### src/rtl/inta_sequencer.sv
// CPU-side interrupt-acknowledge initiator: issues the INTA pulse train to the PIC
// and captures the vector byte (8086) or the CALL target address (MCS-80/85).
module inta_sequencer #(
  parameter int PULSE_W = 2,
  parameter int GAP_W   = 2
) (
  input  logic        clk,
  input  logic        rst_n,
  input  logic        intr,
  input  logic        ien,
  input  logic        mode,
  input  logic [7:0]  D,
  output logic        inta,
  output logic        busy,
  output logic        vec_valid,
  output logic [7:0]  vector,
  output logic [15:0] call_addr,
  output logic        opcode_err
);

  localparam int MAX_W = (PULSE_W > GAP_W) ? PULSE_W : GAP_W;
  localparam int CNT_W = (MAX_W > 1) ? $clog2(MAX_W) : 1;
  localparam logic [CNT_W-1:0] LOW_LAST = CNT_W'(PULSE_W - 1);
  localparam logic [CNT_W-1:0] GAP_LAST = CNT_W'(GAP_W - 1);
  localparam logic [7:0] CALL_OPCODE = 8'hCD;

  typedef enum logic [1:0] {
    IDLE = 2'd0,
    LOW  = 2'd1,
    HIGH = 2'd2,
    DONE = 2'd3
  } state_e;

  state_e            state_q, state_d;
  logic [CNT_W-1:0]  cnt_q, cnt_d;
  logic [1:0]        pcnt_q, pcnt_d;
  logic              mode_q, mode_d;
  logic              inta_q, inta_d;
  logic [7:0]        vector_q, vector_d;
  logic [15:0]       call_addr_q, call_addr_d;
  logic              opcode_err_q, opcode_err_d;

  logic start;
  logic low_end;
  logic gap_end;
  logic last_pulse;

  assign start      = (state_q == IDLE) && intr && ien;
  assign low_end    = (state_q == LOW)  && (cnt_q == LOW_LAST);
  assign gap_end    = (state_q == HIGH) && (cnt_q == GAP_LAST);
  // 8086 needs two pulses, MCS three; the mode latched at start decides.
  assign last_pulse = mode_q ? (pcnt_q == 2'd1) : (pcnt_q == 2'd2);

  always_ff @(posedge clk or negedge rst_n) begin
    if (!rst_n) begin
      state_q      <= IDLE;
      cnt_q        <= '0;
      pcnt_q       <= 2'd0;
      mode_q       <= 1'b0;
      inta_q       <= 1'b1;
      vector_q     <= 8'h00;
      call_addr_q  <= 16'h0000;
      opcode_err_q <= 1'b0;
    end else begin
      state_q      <= state_d;
      cnt_q        <= cnt_d;
      pcnt_q       <= pcnt_d;
      mode_q       <= mode_d;
      inta_q       <= inta_d;
      vector_q     <= vector_d;
      call_addr_q  <= call_addr_d;
      opcode_err_q <= opcode_err_d;
    end
  end

  always_comb begin
    state_d = state_q;
    cnt_d   = cnt_q;
    pcnt_d  = pcnt_q;
    mode_d  = mode_q;
    unique case (state_q)
      IDLE: begin
        if (start) begin
          state_d = LOW;
          cnt_d   = '0;
          pcnt_d  = 2'd0;
          mode_d  = mode;
        end
      end
      LOW: begin
        if (low_end) begin
          cnt_d   = '0;
          state_d = last_pulse ? DONE : HIGH;
        end else begin
          cnt_d = cnt_q + CNT_W'(1);
        end
      end
      HIGH: begin
        if (gap_end) begin
          cnt_d   = '0;
          pcnt_d  = pcnt_q + 2'd1;
          state_d = LOW;
        end else begin
          cnt_d = cnt_q + CNT_W'(1);
        end
      end
      DONE: begin
        state_d = IDLE;
      end
      default: begin
        state_d = IDLE;
      end
    endcase
  end

  // Outputs and data capture; INTA is driven from a flop so it never glitches.
  always_comb begin
    inta_d       = (state_d != LOW);
    vector_d     = vector_q;
    call_addr_d  = call_addr_q;
    opcode_err_d = opcode_err_q;
    if (start) begin
      opcode_err_d = 1'b0;
    end
    if (low_end) begin
      if (mode_q) begin
        if (pcnt_q == 2'd1) begin
          vector_d = D;
        end
      end else begin
        unique case (pcnt_q)
          2'd0:    opcode_err_d = (D != CALL_OPCODE);
          2'd1:    call_addr_d[7:0]  = D;
          2'd2:    call_addr_d[15:8] = D;
          default: ;
        endcase
      end
    end
  end

  assign inta       = inta_q;
  assign busy       = (state_q != IDLE);
  assign vec_valid  = (state_q == DONE);
  assign vector     = vector_q;
  assign call_addr  = call_addr_q;
  assign opcode_err = opcode_err_q;

endmodule

### config.mk
export PLATFORM = sky130hd
export DESIGN_NAME = inta_sequencer
export DESIGN_NICKNAME = d
export VERILOG_FILES = /design/src/rtl/inta_sequencer.sv
export SDC_FILE = /design/constraint.sdc
export NUM_CORES = 1
export LEC_CHECK = 0
export ABC_AREA = 1
export CORE_MARGIN = 2
export CORE_UTILIZATION = 43
export DETAILED_ROUTE_END_ITERATION = 16
export GPL_TIMING_DRIVEN = 0
export PLACE_DENSITY = 0.85
export SETUP_SLACK_MARGIN = 0.15
export SLEW_MARGIN = 15
export SYNTH_ARGS = -nofsm -noshare
export SYNTH_HDL_FRONTEND = slang
export SYNTH_SLANG_ARGS = --single-unit
### constraint.sdc
create_clock -name clk -period 1.3 [get_ports clk]
set_input_delay 0.26 -clock clk [delete_from_list [all_inputs] [get_ports clk]]
set_output_delay 0.26 -clock clk [all_outputs]
set_load 0.02 [all_outputs]
==> flow_summary.yaml, run 1 <==
synthesis:
  synth_area_leaders: "dfrtp_1 48%, o21ai_2 13%, nand2_1 10%"
  synth_top_area_share_pct: 48.4
  synth_seq_cells: 32
  yosysTopAreaCell: "dfrtp_1"
  async_reset_ff_share_pct: 100
  synthesis.nets: 186
  synth_edf_count: 0
  post-synth-top-count-cell: "nand2_1"
  synth_common_cells: "44 x nand2_1, 31 x dfrtp_1, 24 x o21ai_2"
  synth_cells: 165
  syn_avg_cell_area_um2: 9.71
  yosys_most_used_dff: "dfrtp_1"
  yosys.cell_types.count: 21
  syn_area_um2: 1600
  yosysSeqAreaShare_pct: 50.0
  yosysWarnings: 0
route:
  ant_nets: 0
  wl_um: 4390
  drc: 0
  vias: 1396
  routedWlPerCell_um: 15.4
  drt_pass1_iterations: 4
  viasPerCell: 4.90
  drt_iter0_drc: 113
cells_and_area:
  drive_above_1_share_pct: 62.0
  diodes: 0
  layout.nets: 257
  syn_to_final_growth_pct: 62.5
timing:
  finalMaxSlewViolations: 0
  finalSetupViolCount: 32
  fin_crit_sh_pct: 112
  period_minus_slack_ns: 1.46
  slew_headroom_pct: 52.4
  rsz0062_at_grt: "true"
  fmax_ghz: 0.686
  fin_ws_ns: -0.158
  worst_pin_slew_ns: 0.713
  hold_ws_ns: 0.0155
  worst_clock_skew_ns: 0.00828
  hold_violations: 0
floorplan:
  rows: 22
  ios: 41
  initial_core_util_pct: 44.1
  die_y_um: 65.1
  die_area_um2: 4230
  coreArea_um2: 3630
  die_w_um: 65.1
setup_path:
  regToRegSetupSlack_ns: -0.16
  cp_max_fo: 6
  slowest_delay_ns: 0.43
  cpMostUsedCell: "nand2_4"
  r2r_cells: 8
  path_cells: "inv_2 -> ha_4 -> nand2_4 -> clkinv_4 -> nand3_4 -> buf_6 -> nand2_4 -> o21ai_2"
  cp.arrival_ns: 1.63
  reg2reg_to: "vector[1]$_DFFE_PN0P_"
  crit_type: "reg2reg"
  r2r_start: "state_q[1]$_DFF_PN0_"
  crit_path_top_delay_cell: "dfrtp_1"
  startpoint_type: "register"
  cp.required_ns: 1.47
  end_kind: "register"
run_status:
  status: "complete, but fails checks"
  failed_checks: "negative setup slack"
power_and_ir_drop:
  clockPowerShare_pct: 26.9
  p_switching_mw: 1.41
  p_total_mw: 3.94
  intPower_mw: 2.52
  pwr-share-seq_pct: 33.2
  combinationalPowerShare_pct: 39.9
  max-vdd-ir-drop_uv: 719
  p_per_area_nw_per_um2: 1510
  power_leakage_nw: 1.19
  swShare_pct: 35.9
placed_design:
  dp_hpwl_um: 2430
  portBuffers: 40
  globalplace.congestion: 0.871
min_path:
  hold_path.class: "in2async"
clock_network:
  clockRootBuffer: "clkbuf_8"
  path_clk_slew_ns: 0.07
  hold_buffers: 0
  cts_tree: "yes"
  cts.sinks: 32
  clock_latency_ns: 0.29
  clockBufferDepth: 2
  cts_buffers: 5
  cts_max_level: 2
grt:
  grt_max_degree: 33
  grt-ovfl-total: 0
  antenna_found_initial: 0
  grt_pass1_vias: 1389
  grt_pass1_wl_um: 6820
  grt_use_total_pct: 21.8
run:
  max_cap_viol_count: 0
==> layout make-up <==
type	count	area, um^2
buffer	3	55.1
clock buffer	7	96.3
clock inverter	1	30.0
fill	251	1030
inverter	22	96.3
multi-input combinational	108	905
sequential	32	803
tap	48	60.1
timing repair buffer	64	558
==> worst max-delay path: cells and delay by family, from the launching register on <==
kind | cells | cell delay, ns
buf+inv | 3 | 0.41
flops | 1 | 0.43
simple gates | 3 | 0.29
compound gates | 1 | 0.05
fa+ha+maj | 1 | 0.18
==> what timing repair did <==
action                     in CTS  in global routing
resized for setup             172                 20
setup buffers                  15                  6
gates cloned                    3                  0
pin swaps                       6                  5
setup endpoints to repair      60                 40
==> registers in the layout, indices dropped and copies added, names as in the netlist <==
signal / cells
call_addr: 16
vector: 8
pcnt_q: 2
state_q: 2
cnt_q: 1
inta: 1
mode_q: 1
opcode_err: 1
==> power groups by stage <==
stage	Clock [mW]	Combinational (mW)	Sequential, mW
floorplan	0	0.600	1.43
global placement	0	1.12	1.30
detailed placement	0	1.15	1.31
CTS	1.06	1.35	1.30
global route	1.11	1.69	1.32
finish	1.06	1.57	1.31
==> worst max path at each step <==
stage / startpoint / endpoint / slack [ns] / cells after the start
2_1_floorplan: state_q[1]$_DFF_PN0_ / vector[4]$_DFFE_PN0P_ / 0.04 / 8
3_3_place_gp: rst_n / call_addr[5]$_DFFE_PN0P_ / -0.64 / 1
3_5_place_dp: state_q[0]$_DFF_PN0_ / busy / -0.40 / 4
4_1_cts: state_q[1]$_DFF_PN0_ / vec_valid / -0.10 / 3
5_1_grt: state_q[1]$_DFF_PN0_ / vector[1]$_DFFE_PN0P_ / -0.21 / 8
6_report: state_q[1]$_DFF_PN0_ / vector[1]$_DFFE_PN0P_ / -0.16 / 8
==> logic make-up (layout without fill, tap and decap cells) <==
kind of cell	after synthesis	in the layout	share of synthesized area, %
AOI/OAI and AO/OA	29	29	14.7
adders and majority gates	8	8	6.25
and+or+nand+nor	71	71	21.3
DFF	32	32	50.0
buffers and inverters	25	97	7.73
==> stage by stage <==
step	setup TNS [ns]	setup WS (ns)	area (um^2)	util [%]	std cells
final	-3.18	-0.158	2600	71.7	285
after global routing	-4.83	-0.210	2600	71.7	285
after floorplan	0	0.0407	1630	-	165
after detailed placement	-2.09	-0.402	2080	57.3	253
after global placement	-21.68	-0.640	2090	57.4	253
after CTS	-1.78	-0.102	2470	68.1	279
==> metal layers <==
metal	track usage (%)	routed length (um)	up-vias	share of wire [%]
li1	-	-	675	-
met1	27.4	1870	677	43
met2	35.4	2270	38	52
met3	4.51	196	6	4.5
met4	11.2	53	0	1.2
met5	0	0	-	0
==> cell usage in the layout, fill, tap and decap left out, types with 4 or more instances in the layout <==
master	n
nand2_4	10
buf_2	25
clkbuf_8	7
clkdlybuf4s50_1	11
nand2_2	19
nand3_4	4
nand2_1	23
inv_1	12
buf_4	11
nand3_1	4
inv_2	5
o21ai_2	24
ha_4	5
buf_6	14
dfrtp_1	30
(Power assumes the default switching activity.)
==> run 2: changes to the inputs <==
Settings changed: CAP_MARGIN set to 20, CORE_MARGIN 2 to 3, SKIP_LAST_GASP set to 1.
==> run 2 against run 1 <==
  * The run still ends with negative setup slack left
  * Non-clock buffer count up 2
  * Via count increased by 3.9%
  * Cell area is 0.72% higher
  * Global-route usage grew 0.12 points
  * Worst setup slack got worse by 0.011 ns
  * Sequential share of layout area shrank 0.22 points
  * Clock-buffer cell count up 1
  * Critical path depth fell by 4
==> flow_summary.yaml, run 2 (synthesis gave the netlist of run 1 again) <==
grt:
  grt_pass1_vias: 1409
  grt-ovfl-total: 0
  use_met1_pct: 27.7
  globalRouteMet2Util_pct: 35.7
  grt_max_degree: 33
  grt_use_total_pct: 21.9
  grtUsageMet3_pct: 5.73
  grt_pass1_wl_um: 7090
  antenna_found_initial: 0
  top_usage_layer: "met2"
placed_design:
  dp_hpwl_um: 2560
  dp_slack_ns: -0.399
  portBuffers: 40
  dp_cells: 251
  globalplace.congestion: 0.774
clock_network:
  cts.sinks: 32
  cts_tree: "yes"
  clock_latency_ns: 0.30
  clockRootBuffer: "clkbuf_8"
  path_clk_slew_ns: 0.07
  cts_buffers: 5
  cts_max_level: 2
  clockBufferDepth: 2
setup_path:
  cp_max_fo: 3
  cp.arrival_ns: 1.21
  crit_type: "reg2out"
  end_kind: "output port"
  cp.buffers_inverters: 3
  startpoint_type: "register"
  slowest_delay_ns: 0.42
  cp_top_family: "flip-flops"
  cpMostUsedCell: "inv_2"
  crit_path_top_delay_cell: "dfrtp_1"
  path_cells: "inv_2 -> ha_4 -> inv_2 -> buf_2"
  cp.required_ns: 1.04
timing:
  fin_ws_ns: -0.168
  worst_pin_slew_ns: 0.691
  hold_violations: 0
  fmax_ghz: 0.681
  finalSetupViolCount: 32
  worst_clock_skew_ns: 0.00968
  fin_crit_sh_pct: 113
  period_minus_slack_ns: 1.47
  rsz0062_at_grt: "true"
  finalMaxSlewViolations: 0
  hold_ws_ns: 0.00902
  slew_headroom_pct: 53.9
floorplan:
  initial_core_util_pct: 46.2
  die_area_um2: 4500
  rows: 21
  ios: 41
  coreArea_um2: 3470
  die_w_um: 67.1
  die_y_um: 67.1
power_and_ir_drop:
  combinationalPowerShare_pct: 43.6
  power_leakage_nw: 1.18
  intPower_mw: 2.25
  swShare_pct: 39.4
  clockPowerShare_pct: 20.3
  p_switching_mw: 1.46
  p_per_area_nw_per_um2: 1420
  pwr-share-seq_pct: 36.1
  p_total_mw: 3.71
  max-vdd-ir-drop_uv: 745
cells_and_area:
  syn_to_final_growth_pct: 63.6
  final_cell_mix: "30 x dfrtp_1, 26 x buf_2, 25 x o21ai_2"
  stdcell_count: 285
  drive_above_1_share_pct: 63.2
  largest_reg_flops: 16
  final_common_cell: "dfrtp_1"
  layout.nets: 259
  final_util_pct: 75.6
  diodes: 0
min_path:
  hold_path.class: "in2async"
run:
  max_cap_viol_count: 0
route:
  ant_nets: 0
  viasPerCell: 5.09
  drt_pass1_iterations: 5
  drc: 0
  drt_iter0_drc: 87
  vias: 1450
  wl_um: 4980
  routedWlPerCell_um: 17.5
run_status:
  status: "complete, but fails checks"
  failed_checks: "negative setup slack"
==> run 2: changes by cell type in the layout (fill, tap and decap cells not counted), moves of 2 or more <==
cell,change
nand3_2,+2
clkbuf_8,-2
nand2_4,+6
nand2_1,-3
clkbuf_1,+3
inv_2,+3
nand2_2,-4
buf_12,+2
==> run 2: per-layer routing <==
layer / share of wire [%] / up-vias
met4: 2.2 / 0
met1: 43 / 717
li1: - / 674
met5: 0 / -
met2: 50 / 48
met3: 4.2 / 11
==> run 2: through the flow <==
stage	TNS (ns)	instance area, um^2
2_1_floorplan	0	1630
3_3_place_gp	-20.78	2080
3_5_place_dp	-2.37	2080
4_1_cts	-1.43	2460
5_1_grt	-5.26	2620
6_report	-3.53	2620
==> run 2: final timing paths <==
check / from / endpoint / slack (ns) / depth (start not counted)
min: rst_n / call_addr[12]$_DFFE_PN0P_ / 0.009 / 1
min reg2reg: call_addr[9]$_DFFE_PN0P_ / call_addr[9]$_DFFE_PN0P_ / 0.48 / 2
max reg2reg: state_q[1]$_DFF_PN0_ / vector[3]$_DFFE_PN0P_ / -0.16 / 8
max: state_q[1]$_DFF_PN0_ / busy / -0.17 / 4
max in group asynchronous: rst_n / state_q[0]$_DFF_PN0_ / 0.80 / 1
min in group clk: call_addr[9]$_DFFE_PN0P_ / call_addr[9]$_DFFE_PN0P_ / 0.48 / 2
==> run 2: power by group through the flow <==
stage               registers, mW  logic, mW  clock network [mW]
finish                       1.34       1.62               0.753
floorplan                    1.43      0.600                   0
CTS                          1.32       1.37               0.751
global placement             1.30       1.12                   0
global route                 1.36       1.73               0.803
detailed placement           1.31       1.15                   0
==> run 2: final cells by class <==
type / count / area (um^2)
flip-flops and latches: 32 / 803
inverters: 22 / 92.6
clock buffers: 8 / 80.1
well taps: 46 / 57.6
repair buffers: 66 / 583
multi-input cells: 108 / 946
plain buffers: 3 / 60.1
fillers: 217 / 846
==> run 2: worst register-to-register path, stage by stage, from the launching register on <==
cell	delay (ns)
dfrtp_1	0.42
inv_2	0.13
ha_4	0.19
nand2_8	0.08
inv_6	0.08
nand3_4	0.15
buf_6	0.20
nand2_4	0.06
o21ai_2	0.05
==> run 2: repair_timing <==
| action | CTS | global route |
|---|---|---|
| pin swaps | 7 | 13 |
| endpoints found under the setup margin | 60 | 38 |
| buffers inserted | 17 | 6 |
| gates cloned | 3 | 0 |
| resized for setup | 172 | 29 |
| hold buffers | 0 | 0 |
==> run 3: changes to the inputs <==
Settings changed: CORE_UTILIZATION 43 to 45, SLEW_MARGIN 15 to not set.
Clock period 1.3 ns to 1.4 ns, I/O delays scaled along.
==> run 3 against run 2 <==
  * The flow still finishes with violations (negative setup slack)
  * Clock power shrank 33%
  * Cell area grew 1.4%
  * Register-to-register slack gained 0.09 ns
  * Critical path type unchanged
==> flow_summary.yaml, run 3 (synthesis gave the netlist of run 1 again) <==
route:
  routedWlPerCell_um: 16.8
  drt_iter0_drc: 71
  vias: 1461
  drc: 0
  viasPerCell: 5.02
  wl_um: 4900
  ant_nets: 0
  drt_pass1_iterations: 4
power_and_ir_drop:
  pwr-share-seq_pct: 36.1
  clockPowerShare_pct: 15.0
  intPower_mw: 2.01
  p_switching_mw: 1.35
  p_per_area_nw_per_um2: 1260
  swShare_pct: 40.2
  combinationalPowerShare_pct: 48.9
  power_leakage_nw: 1.22
  max-vdd-ir-drop_uv: 729
grt:
  grt_pass1_wl_um: 7260
  antenna_found_initial: 0
  grt_pass1_vias: 1451
  grt_max_degree: 33
  grt_use_total_pct: 23.0
  grt-ovfl-total: 0
timing:
  hold_violations: 0
  fmax_ghz: 0.673
  worst_pin_slew_ns: 0.707
  period_minus_slack_ns: 1.49
  finalSetupViolCount: 30
  setup_tns_ns: -1.26
  hold_ws_ns: 0.492
  fin_ws_ns: -0.0856
  finalMaxSlewViolations: 0
  worst_clock_skew_ns: 0.0184
  slew_headroom_pct: 52.9
  rsz0062_at_grt: "true"
  fin_crit_sh_pct: 106
cells_and_area:
  final_cell_mix: "31 x dfrtp_1, 25 x o21ai_2, 24 x nand2_1"
  stdcell_count: 291
  fin_area_um2: 2660
  final_common_cell: "dfrtp_1"
  layout.nets: 266
  largest_reg_flops: 16
  final_util_pct: 78.4
  diodes: 0
  drive_above_1_share_pct: 61.6
  syn_to_final_growth_pct: 65.9
floorplan:
  coreArea_um2: 3390
  die_area_um2: 4310
  die_w_um: 65.7
  rows: 21
  die_y_um: 65.7
  ios: 41
  initial_core_util_pct: 47.3
clock_network:
  path_clk_slew_ns: 0.10
  clockRootBuffer: "clkbuf_4"
  clockBufferDepth: 2
  cts_max_level: 2
  clock_latency_ns: 0.36
  cts_tree: "yes"
  cts_buffers: 5
  cts.sinks: 32
run_status:
  failed_checks: "negative setup slack"
  status: "complete, but fails checks"
placed_design:
  dp_hpwl_um: 2600
  portBuffers: 40
  placed_area_um2: 2070
  dp_cells: 251
  globalplace.congestion: 0.754
setup_path:
  reg2reg_to: "state_q[0]$_DFF_PN0_"
  startpoint_type: "register"
  r2r_cells: 10
  regToRegSetupSlack_ns: -0.07
  end_kind: "output port"
  cp_max_fo: 2
  crit_type: "reg2out"
  cp.arrival_ns: 1.21
  cp.required_ns: 1.12
  r2r_start: "state_q[1]$_DFF_PN0_"
min_path:
  hold_path.class: "in2async"
run:
  max_cap_viol_count: 0
-- run 3: per-layer routing --
layer | GRT usage, % | share of wire, % | wire, um
met5 | 0 | 0 | 0
met4 | 6.22 | 2.1 | 102
met3 | 6.84 | 3.3 | 161
met2 | 40.3 | 55 | 2700
met1 | 27.1 | 39 | 1930
-- run 3: final cells by class --
cell class	count	area [um^2]
buffer	3	60.1
timing repair buffer	73	671
multi-input combinational	108	928
clock buffer	6	41.3
fill	194	731
inverter	22	93.8
tap	46	57.6
clock inverter	1	5.00
sequential	32	802
-- run 3: critical path, cell delays in order (launching register included) --
cell and delay, ns:
dfrtp_1 0.42, buf_6 0.14, ha_4 0.16, buf_6 0.12
-- run 3: power by group through the flow --
stage | Clock (mW) | Sequential (mW) | Combinational [mW]
finish | 0.505 | 1.21 | 1.64
global route | 0.556 | 1.23 | 1.76
CTS | 0.502 | 1.20 | 1.34
detailed placement | 0 | 1.21 | 1.08
global placement | 0 | 1.20 | 1.05
floorplan | 0 | 1.32 | 0.557
-- run 3: stage by stage --
step	total power, mW	worst slack, ns
2_1_floorplan	1.88	0.141
3_3_place_gp	2.25	-0.547
3_5_place_dp	2.29	-0.323
4_1_cts	3.04	-0.0665
5_1_grt	3.55	-0.127
6_report	3.36	-0.0856
-- run 3: worst max-delay path by stage --
stage | startpoint | to | depth (start not counted)
finish | state_q[0]$_DFF_PN0_ | vec_valid | 3
global route | state_q[1]$_DFF_PN0_ | call_addr[3]$_DFFE_PN0P_ | 9
CTS | state_q[0]$_DFF_PN0_ | vec_valid | 3
detailed placement | state_q[0]$_DFF_PN0_ | busy | 4
global placement | rst_n | opcode_err$_DFF_PN0_ | 1
floorplan | state_q[1]$_DFF_PN0_ | vector[4]$_DFFE_PN0P_ | 8
-- run 3: what timing repair did --
action	CTS	global route
resized for setup	179	25
pin swaps	16	7
gates cloned	3	0
hold buffers	1	0
setup buffers	19	10
endpoints found under the setup margin	60	45
endpoints found under the hold margin	31	0
==> edit: new RTL, config.mk and constraints of run 3 <==
Register the outputs `busy` and `vec_valid`, without a reset; this adds one clock of latency there. The other outputs are not delayed to match.
--- a/src/rtl/inta_sequencer.sv
+++ b/src/rtl/inta_sequencer.sv
@@ -139,8 +139,10 @@
   end
 
   assign inta       = inta_q;
-  assign busy       = (state_q != IDLE);
-  assign vec_valid  = (state_q == DONE);
+  always_ff @(posedge clk) begin
+    busy      <= (state_q != IDLE);
+    vec_valid <= (state_q == DONE);
+  end
   assign vector     = vector_q;
   assign call_addr  = call_addr_q;
   assign opcode_err = opcode_err_q;
Formal check against the unedited RTL: not equivalent (a bounded check fails within 4 cycles, from zero or initial values and one cycle with rst_n low).
==> edit against run 3 <==
  * Highest routed layer unchanged
  * Global-route usage fell by 2.3 points
  * Area after synthesis rose by 2.0%
  * Critical endpoint is now state_q[0]
  * Setup slack improved by 45 ps
  * Wire length fell by 13%
  * Utilization fell by 4.3 points
  * The run still ends with setup timing left
  * Design area fell by 4.8%
  * Critical path depth rose by 6
  * Power fell by 1.0%
  * Count of clock-buffer cells in the layout rose by 1
  * Largest power group unchanged
  * Sequential cell count rose by 2
==> edit: results <==
logic_synthesis:
  synth.yosys.seq_area_share_pct: 51.5
  netlist_top_cells_count: "nand2_1 (45), dfrtp_1 (31), o21ai_2 (24), inv_1 (19)"
  ys_types: 19
  synth_cells: 167
  async_flop_share_pct: 94.1
clock_network:
  cts.repair.resized: 139
  post_cts_buffers: 15
global_routing:
  grt_pass1_wl_um: 6640
  grt_usage_pct: 20.7
timing:
  setup_viol: 5
  final.setup.worst_slack_ps: -41.0
final_layout:
  syn_to_final_growth_pct: 54.8
  layout-drive-gt1-share_pct: 56.8
placed_design:
  placed_cells: 253
  pre_cts_ws_ps: -95.2
  dpl.hpwl_um: 2460
  placed_area_um2: 2120
  gp_congestion: 0.741
outcome:
  status: "finished, violations left"
  violations: "setup timing"
detailed_routing:
  post_drt_wl_per_cell_um: 14.7
  route.met3.wl_um: 175
critical_path:
  worstPathMaxFanout: 6
  critical_path_arrival_ps: 1680
  critPathKind: "reg2reg"
pwr:
  p_comb_mw: 1.48
## edit: logic make-up after synthesis
logic type               share of synthesized area (%)
AND/OR/NAND/NOR                                   20.6
AO/OA/AOI/OAI                                     14.4
flip-flops                                        51.5
adder cells (fa/ha/maj)                           6.12
buffers and inverters                             7.42
## edit: tightest hold or removal path: cells and delay by family (launching register included)
family	cells	cell delay (ps)
compound gates	1	50
flops	1	350
simple gates	1	60
## edit: final cells by class
cell class              instances  area (um2)  share of cell area (%)
multi-input cells             108         875                    34.6
flip-flops and latches         34         842                    33.3
repair buffers                 68         552                    21.8
inverters                      22        90.1                    3.56
well taps                      46        57.6                    2.27
clock buffers                   7        55.1                    2.17
plain buffers                   3        55.1                    2.17
clock inverters                 1        5.00                   0.198
## edit: metal layers
layer | vias to the layer above | global-route usage (%)
met5 | - | 0
met4 | 0 | 9.39
met3 | 5 | 5.95
met2 | 32 | 33.3
met1 | 679 | 25.6
li1 | 681 | -
